## config.mk

```make
export PLATFORM = sky130hd
export DESIGN_NAME = spi_slave_ctrl
export DESIGN_NICKNAME = d
export VERILOG_FILES = /design/src/rtl/spi_slave_ctrl.sv
export SDC_FILE = /design/constraint.sdc
export NUM_CORES = 1
export LEC_CHECK = 0
export ABC_CLOCK_PERIOD_IN_PS = 1700
export CAP_MARGIN = 20
export CORE_MARGIN = 2
export CORE_UTILIZATION = 49
export DETAILED_ROUTE_END_ITERATION = 8
export PLACE_DENSITY = 0.73
export SYNTH_ARGS = -nofsm -noshare
export SYNTH_HDL_FRONTEND = slang
export SYNTH_SLANG_ARGS = --single-unit
```

## constraint.sdc

```tcl
create_clock -name clk -period 1.7 [get_ports clk]
set_input_delay 0.34 -clock clk [delete_from_list [all_inputs] [get_ports clk]]
set_output_delay 0.34 -clock clk [all_outputs]
set_load 0.02 [all_outputs]
```

## src/rtl/spi_slave_ctrl.sv

```systemverilog
// SPI slave front end: deserialises MEM_WIDTH+2-bit MOSI command frames for the RAM
// and serialises RAM read data back out on MISO, MSB first.
module spi_slave_ctrl #(
  parameter int MEM_WIDTH = 8
) (
  input  logic                 clk,
  input  logic                 rst_n,
  input  logic                 SS_n,
  input  logic                 MOSI,
  output logic                 MISO,
  output logic [MEM_WIDTH+1:0] rx_data,
  output logic                 rx_valid,
  input  logic [MEM_WIDTH-1:0] tx_data,
  input  logic                 tx_valid
);

  localparam int FW = MEM_WIDTH + 2;
  localparam int CW = $clog2(FW + 1);
  localparam int TW = $clog2(MEM_WIDTH + 2);

  typedef enum logic [2:0] {
    IDLE,
    CHK_CMD,
    WRITE,
    READ_ADD,
    READ_DATA
  } state_t;

  state_t               state;
  logic [FW-2:0]        rx_shift;
  logic [CW-1:0]        rx_cnt;
  logic [MEM_WIDTH-1:0] tx_shift;
  logic [TW-1:0]        tx_cnt;
  logic                 rd_addr_received;

  always_ff @(posedge clk or negedge rst_n) begin
    if (!rst_n) begin
      state            <= IDLE;
      rx_shift         <= '0;
      rx_cnt           <= '0;
      tx_shift         <= '0;
      tx_cnt           <= '0;
      rd_addr_received <= 1'b0;
      rx_data          <= '0;
      rx_valid         <= 1'b0;
      MISO             <= 1'b0;
    end else begin
      rx_valid <= 1'b0;
      if (SS_n) begin
        state  <= IDLE;
        rx_cnt <= '0;
        tx_cnt <= '0;
        MISO   <= 1'b0;
      end else begin
        unique case (state)
          IDLE: begin
            state  <= CHK_CMD;
            rx_cnt <= '0;
            tx_cnt <= '0;
            MISO   <= 1'b0;
          end
          CHK_CMD: begin
            rx_shift <= {{(FW-2){1'b0}}, MOSI};
            rx_cnt   <= CW'(1);
            if (!MOSI)                 state <= WRITE;
            else if (!rd_addr_received) state <= READ_ADD;
            else                       state <= READ_DATA;
          end
          WRITE, READ_ADD, READ_DATA: begin
            if (rx_cnt < CW'(FW)) begin
              rx_shift <= {rx_shift[FW-3:0], MOSI};
              rx_cnt   <= rx_cnt + CW'(1);
              if (rx_cnt == CW'(FW - 1)) begin
                rx_data  <= {rx_shift, MOSI};
                rx_valid <= 1'b1;
                if (state == READ_ADD)  rd_addr_received <= 1'b1;
                if (state == READ_DATA) rd_addr_received <= 1'b0;
              end
            end else if (state == READ_DATA) begin
              // tx_cnt: 0 = waiting for RAM, 1..MEM_WIDTH = shifting, MEM_WIDTH+1 = done
              if (tx_cnt == '0) begin
                if (tx_valid) begin
                  MISO     <= tx_data[MEM_WIDTH-1];
                  tx_shift <= {tx_data[MEM_WIDTH-2:0], 1'b0};
                  tx_cnt   <= TW'(1);
                end
              end else if (tx_cnt < TW'(MEM_WIDTH)) begin
                MISO     <= tx_shift[MEM_WIDTH-1];
                tx_shift <= {tx_shift[MEM_WIDTH-2:0], 1'b0};
                tx_cnt   <= tx_cnt + TW'(1);
              end else if (tx_cnt == TW'(MEM_WIDTH)) begin
                MISO   <= 1'b0;
                tx_cnt <= TW'(MEM_WIDTH + 1);
              end
            end
          end
          default: state <= IDLE;
        endcase
      end
    end
  end

endmodule

```

==> flow_metrics.tcl, run 1 <==
set metrics [dict create \
    status "completed" \
    synthCells 163 \
    gr-usage-all-layers 0.216 \
    place_ws_ns -0.254 \
    setup_viol 0 \
    port_buffers 24 \
    num_io_pins 25 \
    dp.cells 251 \
    die_area_sq_um 4330 \
    hold_viol 0 \
    crit_fanout 7 \
    grt_pass1_wl_mm 6.96 \
    critPathRequiredTime_ns 1.89 \
    p_total_mw 1.84 \
    r2r_slack_ns 0.07 \
    cts-root-buf "clkbuf_8" \
    rr_startpoint "state[2]" \
    die-height_um 65.8 \
    ys_ff_latch 40 \
    period_needed_ns 1.63 \
    placed_area_sq_um 2350 \
    clk_latency_ns 0.30 \
    drive_gt1_frac 0.272 \
    dr.pass1.iters 4 \
    diodes 0 \
    nNetsFinal 230 \
    power_density_nw_per_um2 733 \
    synth.distinct_cells 41 \
    finalWeightedCongestion 0.806 \
    cp-start-kind "register" \
    max_freq_mhz 613 \
    hold_start "tx_shift[3]" \
    clkSlewWorstSetupHoldPaths_ns 0.08 \
    hold_path.class "register to register" \
    final_area_sq_um 2510 \
    drt-total-wl_mm 3.89 \
    startpoint "state[2]" \
    max_slew_margin 0.704 \
    coreArea_sq_um 3660 \
    grt_max_degree 24 \
    area_growth_syn_to_layout_pct 34.2 \
    synth.most_common_cell "dfrtp_1" \
    maxCapViolCount 0 \
    overflow 0 \
    die_x_um 65.8 \
    yosys-top-cells-count "dfrtp_1 (40), nand2_1 (14), o21ai_0 (12)" \
    rows 22 \
    setup_ws_ns 0.0675 \
    avgSynthCellArea_sq_um 11.5 \
    r2r_cells 6 \
    min_period_over_period 0.960 \
    via_per_inst 5.56 \
    min_to "tx_shift[3]" \
    drt-wirelength-per-cell_um 14.9 \
    drc 0 \
    vias 1451 \
    ir_worst_vdd_mv 0.655 \
    arrival_ns 1.82 \
    clock-sinks 40 \
    cts_buffer_depth 2 \
    yosysSeqAreaShare 0.535 \
    drv_slew 0 \
    start_util 0.511 \
    worst_slew_pin_slew_ns 0.444 \
    r2r-end "rx_shift[4]" \
    holdPathStages 2 \
    syn_nets 180 \
    yosys_most_used_dff "dfrtp_1" \
    cts_made_buffers 5 \
    cts_tree "yes" \
    htreeDepth 2 \
    synth-edff-count 0 \
    synth.largest_area_cell "dfrtp_1" \
    synth_top_area_frac 0.535 \
    synth_warnings 0 \
    cp-end-kind "register" \
    drt-initial-drc-count 59 \
    fin_cells 261 \
    hpwl_mm 2.85 \
    grt_pass1_vias 1543 \
    path_class "register to register" \
    synth_area_leaders "dfrtp_1 (53%), mux2_2 (6.0%), mux2i_1 (4.3%)" \
    leakage_nw 1.19 \
    skew_ns 0.00902 \
    syn-cell-area_sq_um 1870 \
    postRouteAntennaNets 0 \
    synthArstFlopShare 1.00 \
    antenna_found_initial 0 \
]
routing by layer:
layer | track usage | part of all wire | wire, um
met1 | 0.261 | 0.43 | 1670
met3 | 0.0613 | 0.057 | 222
met5 | 0 | 0 | 0
met4 | 0.112 | 0.021 | 81
met2 | 0.351 | 0.49 | 1920
worst max-delay path, stage by stage (launching register included):
cell and delay [ns]:
dfrtp_1 0.44, buf_4 0.17, and2b_1 0.23, nand2b_1 0.07, a21o_1 0.24, buf_12 0.15
a22o_1 0.22
how the worst max path moves through the flow:
stage             endpoint  slack, ns  cells after the start
5_1_grt         rx_data[3]      -0.02                      7
2_1_floorplan  rx_shift[0]       0.02                      5
6_report       rx_shift[4]       0.07                      6
3_5_place_dp    rx_data[6]      -0.25                      5
4_1_cts          tx_cnt[3]      0.005                      7
3_3_place_gp    rx_data[1]      -0.24                      5
layout make-up:
type	count	area [sq um]
flip-flops and latches	40	1000
fillers	283	1150
repair buffers	49	479
inverters	9	33.8
clock buffers	5	68.8
multi-input cells	108	853
clock inverters	2	12.5
well taps	48	60.1
kinds of logic after synthesis:
logic type,count (synthesis),synth area share
adder cells (fa/ha/maj),4,0.0267
AND/OR/NAND/NOR,39,0.109
multiplexers,19,0.111
AO/OA/AOI/OAI,46,0.186
flip-flops,40,0.535
buffers and inverters,15,0.0328
power breakdown:
group / internal [mW] / switching, mW / total, mW
clock network: 0.278 / 0.321 / 0.599
logic: 0.114 / 0.102 / 0.216
registers: 0.989 / 0.0365 / 1.03
total: 1.38 / 0.460 / 1.84
layout by cell type, fill, tap and decap left out, drive strengths merged, types with 3 or more instances in the layout:
cell type / count
mux2: 11
nor3: 3
a21o: 3
o21ai: 13
a21oi: 6
clkbuf: 5
nor2: 7
clkdlybuf4s50: 23
nand2: 14
nand2b: 3
buf: 25
mux2i: 8
dfrtp: 40
ha: 4
a22o: 9
inv: 9
stage by stage:
stage               setup TNS, ns   util  hold WS [ns]
global route              -0.0570  0.686         0.507
detailed placement          -5.11  0.643         0.314
floorplan                       0      -        0.0444
finish                          0  0.686         0.487
CTS                             0  0.672         0.492
global placement            -3.96  0.643         0.300
flip-flops by register name (all words and copies together) (netlist names):
signal            count
MISO                  1
rx_data              10
rx_cnt                4
state                 3
rx_shift              9
tx_cnt                4
tx_shift              7
rd_addr_received      1
rx_valid              1
timing repair:
action	CTS	global route
endpoints found under the setup margin	11	30
cloned	0	0
pin swaps	2	2
hold buffers	1	0
gates resized for setup	1	11
buffers inserted	1	1
hold endpoints to repair	17	0
(Power assumes the default switching activity.)
==> run 2, diff against run 1 <==
--- a/config.mk
+++ b/config.mk
@@ -7,9 +7,11 @@
 export LEC_CHECK = 0
 export ABC_CLOCK_PERIOD_IN_PS = 1700
 export CAP_MARGIN = 20
+export CORE_ASPECT_RATIO = 1.1
 export CORE_MARGIN = 2
 export CORE_UTILIZATION = 49
 export DETAILED_ROUTE_END_ITERATION = 8
+export HOLD_SLACK_MARGIN = 0.02
 export PLACE_DENSITY = 0.73
 export SYNTH_ARGS = -nofsm -noshare
 export SYNTH_HDL_FRONTEND = slang
==> run 2 against run 1 <==
Combinational power is 2% higher; flip-flop and latch count stayed put; sequential power hardly changed; fmax is 3.9% lower; utilization is 3.8 points higher; die area hardly changed; non-clock buffer count is 8 higher; register-to-register slack worse by 0.07 ns; critical path depth stayed put; global-route usage is 1.0 points lower; hold slack worse by 0.39 ns; via count is 0.41% lower; largest cell class unchanged.
==> flow_metrics.tcl, run 2 (synthesized netlist as in run 1, its figures left out) <==
set metrics [dict create \
    htreeDepth 2 \
    largest-register "rx_data" \
    port_buffers 24 \
    setup_viol 0 \
    grt_pass1_vias 1456 \
    cp-start-kind "register" \
    worst_slew_pin_slew_ns 0.505 \
    die-height_um 68.8 \
    grt_max_degree 41 \
    switching_power_mw 0.458 \
    worstPathBufferInverterCount 3 \
    largestRegisters "rx_data (10), rx_shift (9), tx_shift (7)" \
    fin_cells 271 \
    clockPowerShare 0.419 \
    drt-wirelength-per-cell_um 14.8 \
    clkSlewWorstSetupHoldPaths_ns 0.08 \
    finalWeightedCongestion 0.805 \
    cp-end-kind "register" \
    maxCapViolCount 0 \
    final_common_cell "dfrtp_1" \
    p_total_mw 2.14 \
    seqPwrFrac 0.478 \
    max_freq_mhz 589 \
    coreArea_sq_um 3650 \
    grt_setup_unrepaired "true" \
    drive_gt1_frac 0.326 \
    die_area_sq_um 4330 \
    hold_viol 0 \
    dr_wl_met2_mm 2.06 \
    layout_common_cells "dfrtp_1 (38), buf_4 (27), clkdlybuf4s50_1 (23)" \
    postRouteAntennaNets 0 \
    largest_reg_flops 10 \
    cp_slowest_cell "dfrtp_1" \
    grt_pass1_wl_mm 6.78 \
    path_class "register to register" \
    wl_met1_mm 1.75 \
    ir_worst_vdd_mv 0.712 \
    min_period_over_period 0.999 \
    cts-root-buf "clkbuf_8" \
    status "completed" \
    drt-total-wl_mm 4.02 \
    cts_hold_buffers 0 \
    crit_fanout 7 \
    leakage_nw 1.27 \
    area_growth_syn_to_layout_pct 41.3 \
    start_util 0.512 \
    cts_buffer_depth 2 \
    arrival_ns 1.88 \
    via_per_inst 5.33 \
    drc 0 \
    max_slew_margin 0.663 \
    crit_chain "buf_4 > nor2b_1 > buf_4 > o21ai_2 > buf_6 > mux2_2" \
    num_io_pins 25 \
    antenna_found_initial 0 \
    nNetsFinal 238 \
    overflow 0 \
    utilization 0.724 \
    power_switching_share 0.214 \
    die_x_um 62.9 \
    n_fill_cell 256 \
    period_needed_ns 1.70 \
    rows 23 \
    whs_ns 0.0999 \
    totalNegativeSetupSlack_ns 0 \
    critPathTopFamily "buffers and inverters" \
    vias 1445 \
    combPwrFrac 0.103 \
    drv_slew 0 \
    power_density_nw_per_um2 810 \
    clk_latency_ns 0.29 \
    critPathRequiredTime_ns 1.88 \
    skew_ns 0.00327 \
    cts_tree "yes" \
    hold_path.class "primary input to async pin" \
    cts_made_buffers 5 \
    hpwl_mm 2.69 \
    diodes 0 \
    gr-usage-all-layers 0.206 \
    p_int_mw 1.68 \
    worst_path_most_repeated_cell "buf_4" \
    drt-initial-drc-count 69 \
    dr.pass1.iters 4 \
    clock-sinks 40 \
    top_layer "met4" \
    wl_met3_um 129 \
    critical-path-max-stage-delay_ns 0.42 \
    dp.cells 259 \
]
-- run 2: cell types whose count changed in the layout (fill, tap and decap cells not counted), sizes merged --
cell,before,now
clkbuf,5,6
bufinv,0,2
dlygate4sd3,1,0
buf,25,33
clkinv,1,0
clkinvlp,1,0
-- run 2: final cells by class --
cell class,count,area (sq um),share of cell area
well taps,50,62.6,0.0237
inverters,9,33.8,0.0128
multi-input cells,108,880,0.333
clock buffers,5,68.8,0.0260
flip-flops and latches,40,1000,0.379
clock inverters,2,60.1,0.0227
repair buffers,57,537,0.203
-- run 2: worst paths after layout --
kind / startpoint / endpoint / slack (ns) / cells past startpoint
setup / recovery: state[1] / rx_data[9] / 0.001 / 6
hold / removal: rst_n / rx_cnt[0] / 0.1 / 2
setup reg to reg: state[1] / rx_data[9] / 0.001 / 6
hold reg to reg: tx_shift[7] / tx_shift[7] / 0.49 / 2
max in group asynchronous: rst_n / rx_cnt[2] / 1.24 / 2
min in group clk: tx_shift[7] / tx_shift[7] / 0.49 / 2
-- run 2: routing by layer --
| metal | vias up | track usage |
|---|---|---|
| li1 | 704 | - |
| met1 | 706 | 0.241 |
| met2 | 27 | 0.371 |
| met3 | 8 | 0.0584 |
| met4 | 0 | 0.0667 |
| met5 | - | 0 |
-- run 2: worst reg2reg max path: stages, from the launching register on --
cell	delay (ns)
dfrtp_1	0.42
buf_4	0.15
nor2b_1	0.13
buf_4	0.16
o21ai_2	0.21
buf_6	0.17
mux2_2	0.34
-- run 2: power groups by stage --
stage | clock (mW) | combinational, mW | sequential, mW
floorplan | 0 | 0.102 | 1.03
global placement | 0 | 0.199 | 1.04
detailed placement | 0 | 0.206 | 1.04
CTS | 0.917 | 0.211 | 1.02
global route | 0.961 | 0.243 | 1.03
finish | 0.898 | 0.221 | 1.02
-- run 2: stage by stage --
stage	setup WS [ns]	cell area [sq um]
after CTS	0.00674	2530
after detailed placement	-0.247	2380
final	0.00137	2650
after global placement	-0.206	2380
after global routing	-0.0710	2650
after floorplan	0.0218	1870
-- run 2: what timing repair did --
| action | 4_1_cts | 5_1_grt |
|---|---|---|
| gates resized for setup | 6 | 18 |
| setup buffers | 0 | 3 |
| pin swaps | 3 | 5 |
| gates cloned | 0 | 2 |
| endpoints found under the setup margin | 25 | 23 |
